--- src/rtl/mult_pkg.sv ---
// rtl/mult_pkg.sv - shared state encoding and width legality limits for seq_mult
package mult_pkg;

  typedef enum logic [1:0] {
    ST_IDLE = 2'd0,
    ST_CALC = 2'd1,
    ST_DONE = 2'd2
  } state_t;

  localparam int A_WIDTH_MIN = 2;
  localparam int A_WIDTH_MAX = 32;
  localparam int B_WIDTH_MIN = 2;
  localparam int B_WIDTH_MAX = 16;

  function automatic bit widths_legal(input int aw, input int bw);
    return (aw >= A_WIDTH_MIN) && (aw <= A_WIDTH_MAX) &&
           (bw >= B_WIDTH_MIN) && (bw <= B_WIDTH_MAX);
  endfunction

endpackage

--- src/rtl/seq_mult_pp.sv ---
// rtl/seq_mult_pp.sv - combinational partial-product generator for seq_mult
module seq_mult_pp
  import mult_pkg::*;
#(
  parameter int A_WIDTH = 16,
  parameter int B_WIDTH = 8
) (
  input  logic                       bit_val,
  input  logic [A_WIDTH-1:0]         a,
  input  logic                       signed_mode,
  input  logic                       msb_iter,
  output logic [A_WIDTH+B_WIDTH-1:0] pp
);

  localparam int P = A_WIDTH + B_WIDTH;
  localparam logic [P-1:0] ONE = P'(1);

  logic [P-1:0] a_ext;

  // Extend a to product width; the sign bit of b carries negative weight, so its pp is negated
  always_comb begin
    a_ext = {{B_WIDTH{signed_mode & a[A_WIDTH-1]}}, a};
    pp    = '0;
    if (bit_val) begin
      pp = (signed_mode && msb_iter) ? (~a_ext + ONE) : a_ext;
    end
  end

endmodule

--- src/rtl/seq_mult.sv ---
// rtl/seq_mult.sv - sequential shift-add multiplier, MSB-first, fixed B_WIDTH-cycle latency
module seq_mult
  import mult_pkg::*;
#(
  parameter int A_WIDTH = 16,
  parameter int B_WIDTH = 8
) (
  input  logic                       clock,
  input  logic                       reset,
  input  logic                       start,
  input  logic                       signed_mode,
  input  logic [A_WIDTH-1:0]         a,
  input  logic [B_WIDTH-1:0]         b,
  output logic                       ready,
  output logic                       busy,
  output logic                       done,
  output logic [A_WIDTH+B_WIDTH-1:0] result
);

  localparam int P  = A_WIDTH + B_WIDTH;
  localparam int CW = $clog2(B_WIDTH + 1);
  localparam logic [CW-1:0] LAST_ITER = CW'(B_WIDTH - 1);
  localparam logic [CW-1:0] CNT_ONE   = CW'(1);

  generate
    if (!widths_legal(A_WIDTH, B_WIDTH)) begin : g_illegal_widths
      $error("seq_mult: A_WIDTH must be 2..32 and B_WIDTH must be 2..16");
    end
  endgenerate

  state_t               state;
  state_t               state_next;
  logic [A_WIDTH-1:0]   a_reg;
  logic [B_WIDTH-1:0]   b_reg;
  logic                 sm_reg;
  logic [P-1:0]         acc;
  logic [P-1:0]         acc_next;
  logic [P-1:0]         pp;
  logic [CW-1:0]        cnt;
  logic                 last_iter;

  seq_mult_pp #(
    .A_WIDTH (A_WIDTH),
    .B_WIDTH (B_WIDTH)
  ) u_pp (
    .bit_val     (b_reg[B_WIDTH-1]),
    .a           (a_reg),
    .signed_mode (sm_reg),
    .msb_iter    (cnt == '0),
    .pp          (pp)
  );

  assign acc_next  = {acc[P-2:0], 1'b0} + pp;
  assign last_iter = (cnt == LAST_ITER);

  // State register; reset overrides any in-flight operation
  always_ff @(posedge clock) begin
    if (reset) begin
      state <= ST_IDLE;
    end else begin
      state <= state_next;
    end
  end

  // Next-state and status outputs
  always_comb begin
    state_next = state;
    ready      = 1'b0;
    busy       = 1'b1;
    done       = 1'b0;
    case (state)
      ST_IDLE: begin
        ready = 1'b1;
        busy  = 1'b0;
        if (start) state_next = ST_CALC;
      end
      ST_CALC: begin
        if (last_iter) state_next = ST_DONE;
      end
      ST_DONE: begin
        done       = 1'b1;
        state_next = ST_IDLE;
      end
      default: state_next = ST_IDLE;
    endcase
  end

  // Operand capture, MSB-first accumulate; result only updates when the last iteration lands
  always_ff @(posedge clock) begin
    if (reset) begin
      a_reg  <= '0;
      b_reg  <= '0;
      sm_reg <= 1'b0;
      acc    <= '0;
      cnt    <= '0;
      result <= '0;
    end else begin
      case (state)
        ST_IDLE: begin
          if (start) begin
            a_reg  <= a;
            b_reg  <= b;
            sm_reg <= signed_mode;
            acc    <= '0;
            cnt    <= '0;
          end
        end
        ST_CALC: begin
          acc   <= acc_next;
          b_reg <= {b_reg[B_WIDTH-2:0], 1'b0};
          cnt   <= cnt + CNT_ONE;
          if (last_iter) result <= acc_next;
        end
        default: begin
        end
      endcase
    end
  end

endmodule

--- config.mk ---
export PLATFORM = sky130hd
export DESIGN_NAME = seq_mult
export DESIGN_NICKNAME = d
export VERILOG_FILES = /design/src/rtl/mult_pkg.sv /design/src/rtl/seq_mult_pp.sv /design/src/rtl/seq_mult.sv
export SDC_FILE = /design/constraint.sdc
export NUM_CORES = 1
export LEC_CHECK = 0
export BUFFER_PORTS_ARGS = -buffer_cell sky130_fd_sc_hd__buf_2
export CORE_UTILIZATION = 50
export DETAILED_ROUTE_END_ITERATION = 8
export PLACE_DENSITY = 0.7
export SLEW_MARGIN = 10
export SYNTH_ARGS = -nofsm -noshare
export SYNTH_HDL_FRONTEND = slang
export SYNTH_SLANG_ARGS = --single-unit
--- constraint.sdc ---
create_clock -name clock -period 4.2 [get_ports clock]
set_input_delay 0.63 -clock clock [delete_from_list [all_inputs] [get_ports clock]]
set_output_delay 0.63 -clock clock [all_outputs]
set_load 0.01 [all_outputs]
## Word-level counts from Yosys, hierarchy flattened

Index checks and enable logic that the tools add are counted.

| operators by class | value |
|---|---|
| $add $sub $neg | 3 |
| mux-type cells | 14 |
| equality and inequality tests | 5 |
| bitwise operators | 2 |
| reductions and logical operators | 8 |

Operators by type and width:

| operator | number |
|---|---|
| 24-bit two-way mux | 2 |
| 23-bit case mux with 2 select lines | 1 |
| 24-bit by 1-bit adder with 24-bit output (second input constant) | 1 |
| 24-bit adder | 1 |
| 24-bit inverter | 1 |
| 23-bit two-way mux | 1 |
| 8-bit case mux with 2 select lines | 1 |
| 8-bit two-way mux | 1 |
| 4-bit case mux with 2 select lines | 1 |
| 2-bit AND reduction | 4 |
| 4-bit by 1-bit adder with 4-bit output (second input constant) | 1 |
| 4-bit by 3-bit == test with 1-bit output (second input constant) | 1 |
| 4-bit zero test | 1 |
| 2-bit two-way mux | 2 |
| 4-bit two-way mux | 1 |
| 2-bit != test (second input constant) | 2 |
| 2-bit case mux with 2 select lines | 1 |
| 1-bit two-way mux | 3 |
| 2-bit by 1-bit == test with 1-bit output (second input constant) | 1 |
| 2-bit == test (second input constant) | 1 |
| 2-bit zero test | 1 |
| 2-bit nonzero test | 1 |
| 1-bit bitwise AND | 1 |
| 1-bit logical AND | 1 |

| word-level totals | value |
|---|---|
| register bits | 78 |
| output and inout bits | 27 |

## Longest topological paths before layout

Gate-level depths: netlist of the first run.

| depth | value |
|---|---|
| word-level depth | 7 |
| mapped depth | 17 |

## By module

A second synthesis of the first run with hierarchy kept.

| unflattened totals | value |
|---|---|
| cell total of the unflattened synthesis | 633 |
| area, all modules | 4857.2 um^2 |

Modules (own cells, without submodules):

| module | seq. area each (um^2) | cells each | area each (um^2) | instances |
|---|---|---|---|---|
| seq_mult | 1561.5 | 544 | 4304.1 | 1 |
| seq_mult_pp | 0.0 | 89 | 553.0 | 1 |

## Worst setup path after synthesis of the first run

No wires, ideal clock.

| timing | value |
|---|---|
| path kind | reg2reg |
| start | reg a_reg[2] |
| end | reg result[22] |
| path slack | 0.571 ns |
| required time | 4.080 ns |
| period minus slack after synthesis | 3.629 ns |
| cell stages (with the launch flop) | 14 |
| arrival time | 3.509 ns |
| buffers on the path | 1 |
| path through | dfxtp_1 > or4_4 > nor3_1 > a31oi_1 > a221oi_1 > nor2b_1 > ha_1 > clkbuf_1 > nand4_1 > or3_1 > o2bb2ai_1 > a21o_1 > nor4b_1 > a211o_1 |

| on the way | value |
|---|---|
| longest elaborated chain between the ends | 5 |

Ends and longest elaborated chain:

| item | line | RTL |
|---|---|---|
| from (decl) | seq_mult.sv:33 | `logic [A_WIDTH-1:0] a_reg;` |
| from (signal assigned) | seq_mult.sv:91 | `a_reg <= '0;` |
| from (signal assigned) | seq_mult.sv:101 | `a_reg <= a;` |
| 24-bit inverter | seq_mult_pp.sv:25 | `pp = (signed_mode && msb_iter) ? (~a_ext + ONE) : a_ext;` |
| 24-bit by 1-bit adder with 24-bit output | seq_mult_pp.sv:25 |  |
| 24-bit two-way mux (*) | seq_mult_pp.sv:25 |  |
| 24-bit two-way mux (*) | seq_mult_pp.sv:24 | `if (bit_val) begin` |
| 24-bit adder (*) | seq_mult.sv:53 | `assign acc_next = {acc[P-2:0], 1'b0} + pp;` |
| to (signal assigned) | seq_mult.sv:112 | `if (last_iter) result <= acc_next;` |
| to (decl) | seq_mult.sv:17 | `output logic [A_WIDTH+B_WIDTH-1:0] result` |

Mark *: on every way between the ends. The rest lies on a longest branch, timed or not.
A chain may end at the register's enable or synchronous reset.

## Final worst setup path of the first run

| timing | value |
|---|---|
| start | reg a_reg[2] |
| end | reg acc[20] |

| on the way | value |
|---|---|
| longest elaborated chain between the ends | 6 |

Ends and longest elaborated chain:

| item | line | RTL |
|---|---|---|
| 24-bit inverter | seq_mult_pp.sv:25 |  |
| 24-bit by 1-bit adder with 24-bit output | seq_mult_pp.sv:25 |  |
| 24-bit two-way mux (*) | seq_mult_pp.sv:25 |  |
| 24-bit two-way mux (*) | seq_mult_pp.sv:24 |  |
| 24-bit adder (*) | seq_mult.sv:53 |  |
| 23-bit case mux with 2 select lines (*) | seq_mult.sv:98 | `case (state)` |
| to (signal assigned) | seq_mult.sv:109 | `acc <= acc_next;` |
| to (decl) | seq_mult.sv:36 | `logic [P-1:0] acc;` |

Marks and branches as above.

==> results of run 1 <==
layer usage:
| layer | share of wire [%] | global-route usage (%) | wire, um |
|---|---|---|---|
| met3 | 3.3 | 3.94 | 409 |
| met2 | 49 | 47.6 | 6130 |
| met4 | 3.0 | 11.0 | 370 |
| met5 | 0 | 0 | 0 |
| met1 | 44 | 32.3 | 5530 |
cells in the final DEF (no fill, tap or decap), drive strengths merged, types with 3 or more instances in the layout:
cell    netlist  final
nor4          3      3
xor2         14     14
a311oi        8      8
o21a          7      7
or4           5      5
nor2         44     44
a21o         10     10
inv          14     15
clkinv        0      3
nand2       111    111
and2         13     13
a32o          3      3
nand2b        7      7
nand3b        6      6
buf           6     66
nand4         4      4
a31oi         4      4
nor3b         5      5
a211oi       10     10
a21oi        76     76
a22o          9      9
o21ai        17     17
o21bai        4      4
dfxtp        78     78
nor3         12     12
o211ai        4      4
ha           25     25
nand3        32     32
xnor2        14     14
nor2b        10     10
clkbuf       38     10
nor4b         3      3
cells by family after synthesis:
logic type / share of synthesized area [%]
XOR/XNOR: 5.16
AND/OR/NAND/NOR: 27.2
flip-flops: 32.8
adder cells (fa/ha/maj): 7.00
buffers and inverters: 4.63
AO/OA/AOI/OAI: 23.1
synth_stat cells, drive strengths merged, types with 6 or more instances:
library cell and instances:
a211oi 10, a21o 10, a21oi 76, a22o 9, a311oi 8, and2 13
buf 6, clkbuf 38, dfxtp 78, ha 25, inv 14, nand2 111
nand2b 7, nand3 32, nand3b 6, nor2 44, nor2b 10, nor3 12
o21a 7, o21ai 17, xnor2 14, xor2 14
power breakdown:
part | total (W) | switching (W) | internal, W
registers | 0.000783 | 0.0000226 | 0.000760
logic | 0.000215 | 0.000134 | 0.0000810
clock network | 0.000602 | 0.000308 | 0.000294
layout make-up:
type | instances | area [um^2] | area share [%]
clock buffers | 10 | 138 | 2.58
inverters | 14 | 52.6 | 0.986
clock inverters | 6 | 68.8 | 1.29
multi-input cells | 489 | 2990 | 56.1
well taps | 129 | 161 | 3.03
repair buffers | 66 | 360 | 6.76
flip-flops and latches | 78 | 1560 | 29.3
how the worst max path moves through the flow:
stage,cells after the start,end,from,slack (ps)
floorplan,13,result[22],a_reg[2],570
global placement,13,acc[18],a_reg[2],340
detailed placement,13,acc[20],a_reg[2],280
CTS,13,acc[18],a_reg[2],250
global route,14,result[21],a_reg[2],30
finish,13,acc[20],a_reg[2],300
through the flow:
stage	hold WS (ps)	worst slack, ps	utilization (%)	total power (W)	instance area, um^2
final	457	296	57.7	0.00160	5330
after global routing	482	32.3	57.7	0.00167	5330
after CTS	460	247	57.5	0.00162	5320
after detailed placement	447	280	55.3	0.00102	5110
after global placement	442	344	55.3	0.00101	5110
after floorplan	448	571	-	0.000949	4750
critical path: stages, from the launching register on:
cell and delay, ps:
sky130_fd_sc_hd__dfxtp_1 370, sky130_fd_sc_hd__or4_4 590, sky130_fd_sc_hd__nor4b_4 430, sky130_fd_sc_hd__a21oi_1 150
sky130_fd_sc_hd__xor2_1 170, sky130_fd_sc_hd__and2_1 160, sky130_fd_sc_hd__ha_1 400, sky130_fd_sc_hd__a21oi_1 380
sky130_fd_sc_hd__nor2_1 90, sky130_fd_sc_hd__o31ai_1 240, sky130_fd_sc_hd__a21oi_1 120, sky130_fd_sc_hd__a311oi_2 350
sky130_fd_sc_hd__xnor2_1 120, sky130_fd_sc_hd__a22o_1 230
==> results.md, run 1 <==
- The count of pins over their slew limit is 0.
- The layout filler cell count is 903.
- 0 antenna diodes ended up in the layout.
- Dividing the detail-routed wire length by the instance count gives 15.7 um.
- Dividing total power by cell area gives a power density of 300 mW/mm^2.
- In the finished design, the share of the clock period the worst path needs comes to 93.0%.
- Counting every instance in the synthesized netlist gives 625.
- The count of hold buffers inserted by post-cts repair is 0.
- In the final timing run, aggregate negative setup slack is 0 ps.
- For this run, asynchronously set or reset flops after synthesis account for 0%.
- For this run, the top clock speed supported by timing is 256 MHz.
- The logic depth of the worst register-to-register path is 13.
- Once the clock tree was built, the resizer swapped 0 gates to a different size.
- The data required time at the worst endpoint is 4480 ps.
- The run finished with clean final reports.
- In this run the tool buffered the top-level ports with 54 buffer cells.
- The flip-flop count of the largest register, all copies and words added is 24.
- The category of the most critical setup path is register to register.
- After detailed routing, the total wire length is 12,400 um.
- Headroom to the max-slew limit came out at 32.6%.
- The detailed router placed 4,507 vias in this run.
- For this run, design rule violations remaining after detail routing come to 0.
- Across the run, the number of max-cap violations was 0.
- Cells with a size suffix above 1 make up 14.5% of the layout.
- The worst setup path is launched from a register.
- The die covers 0.00990 mm^2.
- The synthesized net count is 679.
- For the worst setup path, the data arrival time is 4180 ps.
- The die is 99.5 um tall.
- Global routing consumed, over all layers together, 26.8% of the routing resources.
- The first-pass GRT wire length is 21,000 um.
- The instance count along the most critical hold path is 2.
- The growth of design area from synthesis to finish is 12.1%.
- Clock-pin slew was measured on the worst setup and hold paths at 90 ps.
- The endpoint identified for the worst register-to-register timing path is acc[20].
- The hold path startpoint is result[0].
- Setup repair after global routing left no endpoint under its margin.
- Entering global routing, the biggest net connects 40 pins.
- By area the synthesized netlist is led by sky130_fd_sc_hd__dfxtp_1, sky130_fd_sc_hd__nand2_1, sky130_fd_sc_hd__a21oi_1.
- The path with the worst hold slack has its endpoint at result[0].
- The number of global-route vias before repair was 4,361.
- The via-per-instance ratio is 5.69.
- The initial cell density of the core is 51.5%.
- The worst register-to-register path has a setup slack of 300 ps.
- The worst path in the final design needs a cycle of 3900 ps, including I/O delays and setup.
- STA classifies the critical path endpoint as a register.
- In this run the static leakage power is 2.26 nW.
- For this design the top-level I/O count stands at 55.
- In this run the critical register-to-register path is launched from a_reg[2].
- The count of placed standard cells in the final layout, fillers left out is 792.
- The flip-flop and latch count after synthesis is 78.
- The number of antenna violations at the first check in global routing is 0.
- The top flip-flop cell by instance count after synthesis is sky130_fd_sc_hd__dfxtp_1.
- Counting flops with a built-in enable in the synthesized netlist gives 0.
- The final hold violation count is 0.
- The H-tree was split into 3 levels.
- Summed over all layers, the global routing overflow is 0.
- The final clock skew is 14.5 ps.
- The number of buffers inserted during clock tree synthesis is 9.
- Including well taps, the total number of placed cells is 776.
- The maximum ir drop on the vdd rail is 0.000239 V.
- At the end of routability-driven placement, the weighted congestion stood at 0.903.
- The number of buffers between clock root and the deepest sink is 2.
- The per-instance average area after synthesis is 7.61 um^2.
- Clock tree synthesis found a total of 78 sinks.
- The final layout contains 712 nets.
- TritonCTS built the clock tree.
- From left edge to right edge, the die measures 99.5 um.
- The transition time at the pin with the least slew margin is 1010 ps.
- The starting DRC count in detailed routing is 153.
- The clock latency on the worst-skew pair is 380 ps.
- After floorplanning, the core was divided into 35 placement rows.
- The mapped netlist covers 0.00475 mm^2.
- The count of endpoints failing setup in the final report is 0.
- The fraction of post-synthesis cell area in the top cell type by area is 32.8%.
- The number of nets with antenna violations after routing is 0.
- The cell sitting at the root of the clock tree is a sky130_fd_sc_hd__clkbuf_8.
- The total iterations of the first detailed-routing run is 5.
- In this run the post-CTS setup repair buffer count came out at 0.
- The largest area contributor in the netlist is sky130_fd_sc_hd__dfxtp_1.
- For this run, the number of Yosys warnings is 0.
- The core region is 0.00924 mm^2.
- Of the synthesized area, sequential elements account for 32.8%.
- Yosys mapped the design onto 62 distinct sky130hd cell types.
- Detailed placement finished with a half-perimeter wire length of 8970 um.
- Along the worst path, the maximum fanout reaches 8.
- The kind of path behind the tightest hold check is register to register.
Note: power is estimated with default switching activity, not from simulation.
==> run 2: changes to the inputs <==
Settings changed: RECOVER_POWER set to 100.
==> run 2 against run 1 <==
The flow now finishes with violations (max-capacitance violations, max-slew violations). Register-to-register slack worse by 30 ps. Utilization shrank 0.45 points. Hold slack improved by 1.8 ps. Critical path depth up 1. Sequential share of layout area is 0.23 points higher. Final cell count stayed put. Worst setup slack got worse by 31 ps. Sequential cell count unchanged. Via count increased by 0.38%. Critical path type unchanged. Largest power group unchanged.
==> results.md, run 2 (synthesis gave the netlist of run 1 again) <==
- The remaining max-slew budget at the tightest pin is -5.44% (-38 points).
- The startpoint class of the critical path is a register.
- The wire length per cell after detailed routing is 15.7 um (about the same).
- The sink count of the clock tree came to 78 (unchanged).
- The worst register-to-register path begins at a_reg[2].
- The number of inserted diodes came to 0 (unchanged).
- The highest achievable clock rate came to 254 MHz (-0.78%).
- The final design area excluding fillers is 0.00529 mm^2 (-0.77%).
- The maximum number of pins on one net before global-route repair is 40 (unchanged).
- The final hold violation count is 0 (unchanged).
- The reg2reg setup slack was 270 ps (-30 ps).
- The number of levels the H-tree was split into was 3 (unchanged).
- The number of antenna violations at the first check in global routing is 0 (unchanged).
- The final critical-path share of the clock period is 93.7% (+0.73 points).
- The layout filler cell count was 917 (+1.6%).
- The area of the die came to 0.00990 mm^2 (unchanged).
- The number of placed I/O pins is 55 (unchanged).
- Setup repair after global routing left no endpoint under its margin.
- The via count of the routed design is 4,524 (+0.38%).
- The clock latency on the worst-skew pair was 370 ps (about the same).
- The core region area is 0.00924 mm^2 (unchanged).
- The final clock skew is 12.7 ps (-1.78 ps).
- In this run the worst setup path begins at a_reg[2].
- The remaining global-route overflow is 0 (unchanged).
- The cell repeated most along the worst path is sky130_fd_sc_hd__a21oi_1.
- The number of maximum-capacitance constraint violations was 1 (+1).
- The setup TNS is 0 ps (unchanged).
- The area after detailed placement is 0.00511 mm^2 (unchanged).
- The flow ran to the end, but the final reports show violations.
- The reg-to-reg critical path endpoint is result[22].
- The TritonCTS clock tree is yes.
- The logic depth of the worst register-to-register path was 14 (+1).
- The number of nets with antenna violations after routing is 0 (unchanged).
- The overall die height was 99.5 um (unchanged).
- The clock tree root driver cell is sky130_fd_sc_hd__clkbuf_8.
- The worst setup path endpoint is result[22].
- The min-delay analysis places its worst path in the category register to register.
- The total power density per cell area came to 302 mW/mm^2 (+0.74%).
- The quantity of I/O buffers inserted on ports is 54 (unchanged).
- The remaining design rule violation count is 0 (unchanged).
- The overall global routing resource usage was 26.8% (unchanged).
- The top fanout value on the critical path was 8 (unchanged).
- The arrival time of data at the critical path endpoint is 4200 ps (+20 ps).
- The leakage power figure came to 2.13 nW (-5.7%).
- The maximum ir drop on the vdd rail is 0.000238 V (-0.67%).
- The number of global-route vias before repair was 4,361 (unchanged).
- Walking the worst path, the cells encountered are or4_4, nor3_1, a21oi_1, a21oi_1, xnor2_1, and2_0, ha_1, o21a_1, o21ai_0, or3_1, o2bb2ai_1, a21o_1, nor4b_1, a211o_1.
- The flip-flop count of the largest register, all copies and words added is 24 (unchanged).
- The top cell types in the final layout, fill and taps aside, are sky130_fd_sc_hd__nand2_1, sky130_fd_sc_hd__dfxtp_1, sky130_fd_sc_hd__a21oi_1.
- The category of the most critical setup path is register to register.
- The clock-pin slew on the worst setup and hold paths is 90 ps (about the same).
- The count of hold buffers inserted by post-cts repair is 0 (unchanged).
- The library cell used most frequently in the layout, excluding fill and tap cells, is sky130_fd_sc_hd__nand2_1.
- The area growth from synthesis to layout is 11.3%.
- The share of layout cells above drive strength 1 is 10.1% (-4.4 points).
- The data required time at the worst endpoint is 4470 ps (about the same).
- The transition time at the pin with the least slew margin is 1580 ps (+575 ps).
- The total iterations of the first detailed-routing run was 6 (+1).
- The count of endpoints failing setup in the final report is 0 (unchanged).
- The largest incremental delay on the critical path is 590 ps (about the same).
- The row count is 35 (unchanged).
- The post-detailed-placement half-perimeter wirelength is 8970 um (unchanged).
- The number of buffers inserted during clock tree synthesis is 9 (unchanged).
- The first-pass GRT wire length is 21,000 um (unchanged).
- The total wirelength of the detailed-routed design is 12,400 um (about the same).
- The multi-input logic area is 0.00299 mm^2 (unchanged).
- Among all stages on the critical path, the largest delay is contributed by sky130_fd_sc_hd__or4_4.
- The starting DRC count in detailed routing came to 156 (+2.0%).
- The nature of the critical path endpoint is a register.
- The die width is 99.5 um (unchanged).
- The time the final worst path needs with I/O delays and setup is 3930 ps (+30.5 ps).
- The count of pins over their slew limit is 39 (+39).
- The number of buffers between clock root and the deepest sink is 2 (unchanged).
- The final reports fail on max-capacitance violations, max-slew violations.
- The placer congestion estimate is 0.903 (unchanged).
- The number of nets in the layout came to 712 (unchanged).
- The initial cell density of the core is 51.5% (unchanged).
- The via-per-instance ratio is 5.71 (+0.38%).
- The total area of sequential cells was 0.00156 mm^2 (unchanged).
## run 2: per-stage QoR
| step | hold WS (ps) | setup slack, ps | cells | power (W) | util (%) |
|---|---|---|---|---|---|
| finish | 459 | 265 | 792 | 0.00160 | 57.3 |
| global route | 485 | 17.8 | 792 | 0.00167 | 57.3 |
| CTS | 460 | 247 | 792 | 0.00162 | 57.5 |
| detailed placement | 447 | 280 | 776 | 0.00102 | 55.3 |
| global placement | 442 | 344 | 776 | 0.00101 | 55.3 |
| floorplan | 448 | 571 | 625 | 0.000949 | - |
## run 2: critical path, delay by kind of cell, from the launching register on
kind	cells	cell delay, ps
AO/OA/AOI/OAI	7	1290
adder cells (fa/ha/maj)	1	450
XOR/XNOR	1	80
flip-flops	1	370
AND/OR/NAND/NOR	5	1630
## run 2: cell type report
| cell class | instances | area share, % |
|---|---|---|
| multi-input cells | 489 | 56.5 |
| flip-flops and latches | 78 | 29.5 |
| repair buffers | 66 | 6.03 |
| well taps | 129 | 3.05 |
| clock buffers | 10 | 2.60 |
| clock inverters | 6 | 1.30 |
| inverters | 14 | 0.993 |
## run 2: metal layers
metal	track usage [%]	share of wire [%]	wire (um)
met1	32.3	45	5570
met2	47.6	49	6120
met3	3.94	3.2	403
met4	11.0	2.7	341
met5	0	0	0
## run 2: power by group
group | switching [W] | total, W | internal (W)
sequential | 0.0000227 | 0.000783 | 0.000760
clock | 0.000309 | 0.000603 | 0.000294
combinational | 0.000134 | 0.000214 | 0.0000797
total | 0.000466 | 0.00160 | 0.00113
## run 2: worst min path at each step
stage	slack (ps)	from	cells past startpoint	end
finish	460	result[0]	2	result[0]
global route	490	result[6]	2	result[6]
CTS	460	result[0]	2	result[0]
detailed placement	450	result[11]	2	result[11]
global placement	440	result[10]	2	result[10]
floorplan	450	b_reg[0]	2	b_reg[0]
## run 2: what timing repair did
item	4_1_cts	5_1_grt
buffers inserted	0	0
setup endpoints to repair	0	5
gates resized for setup	0	4
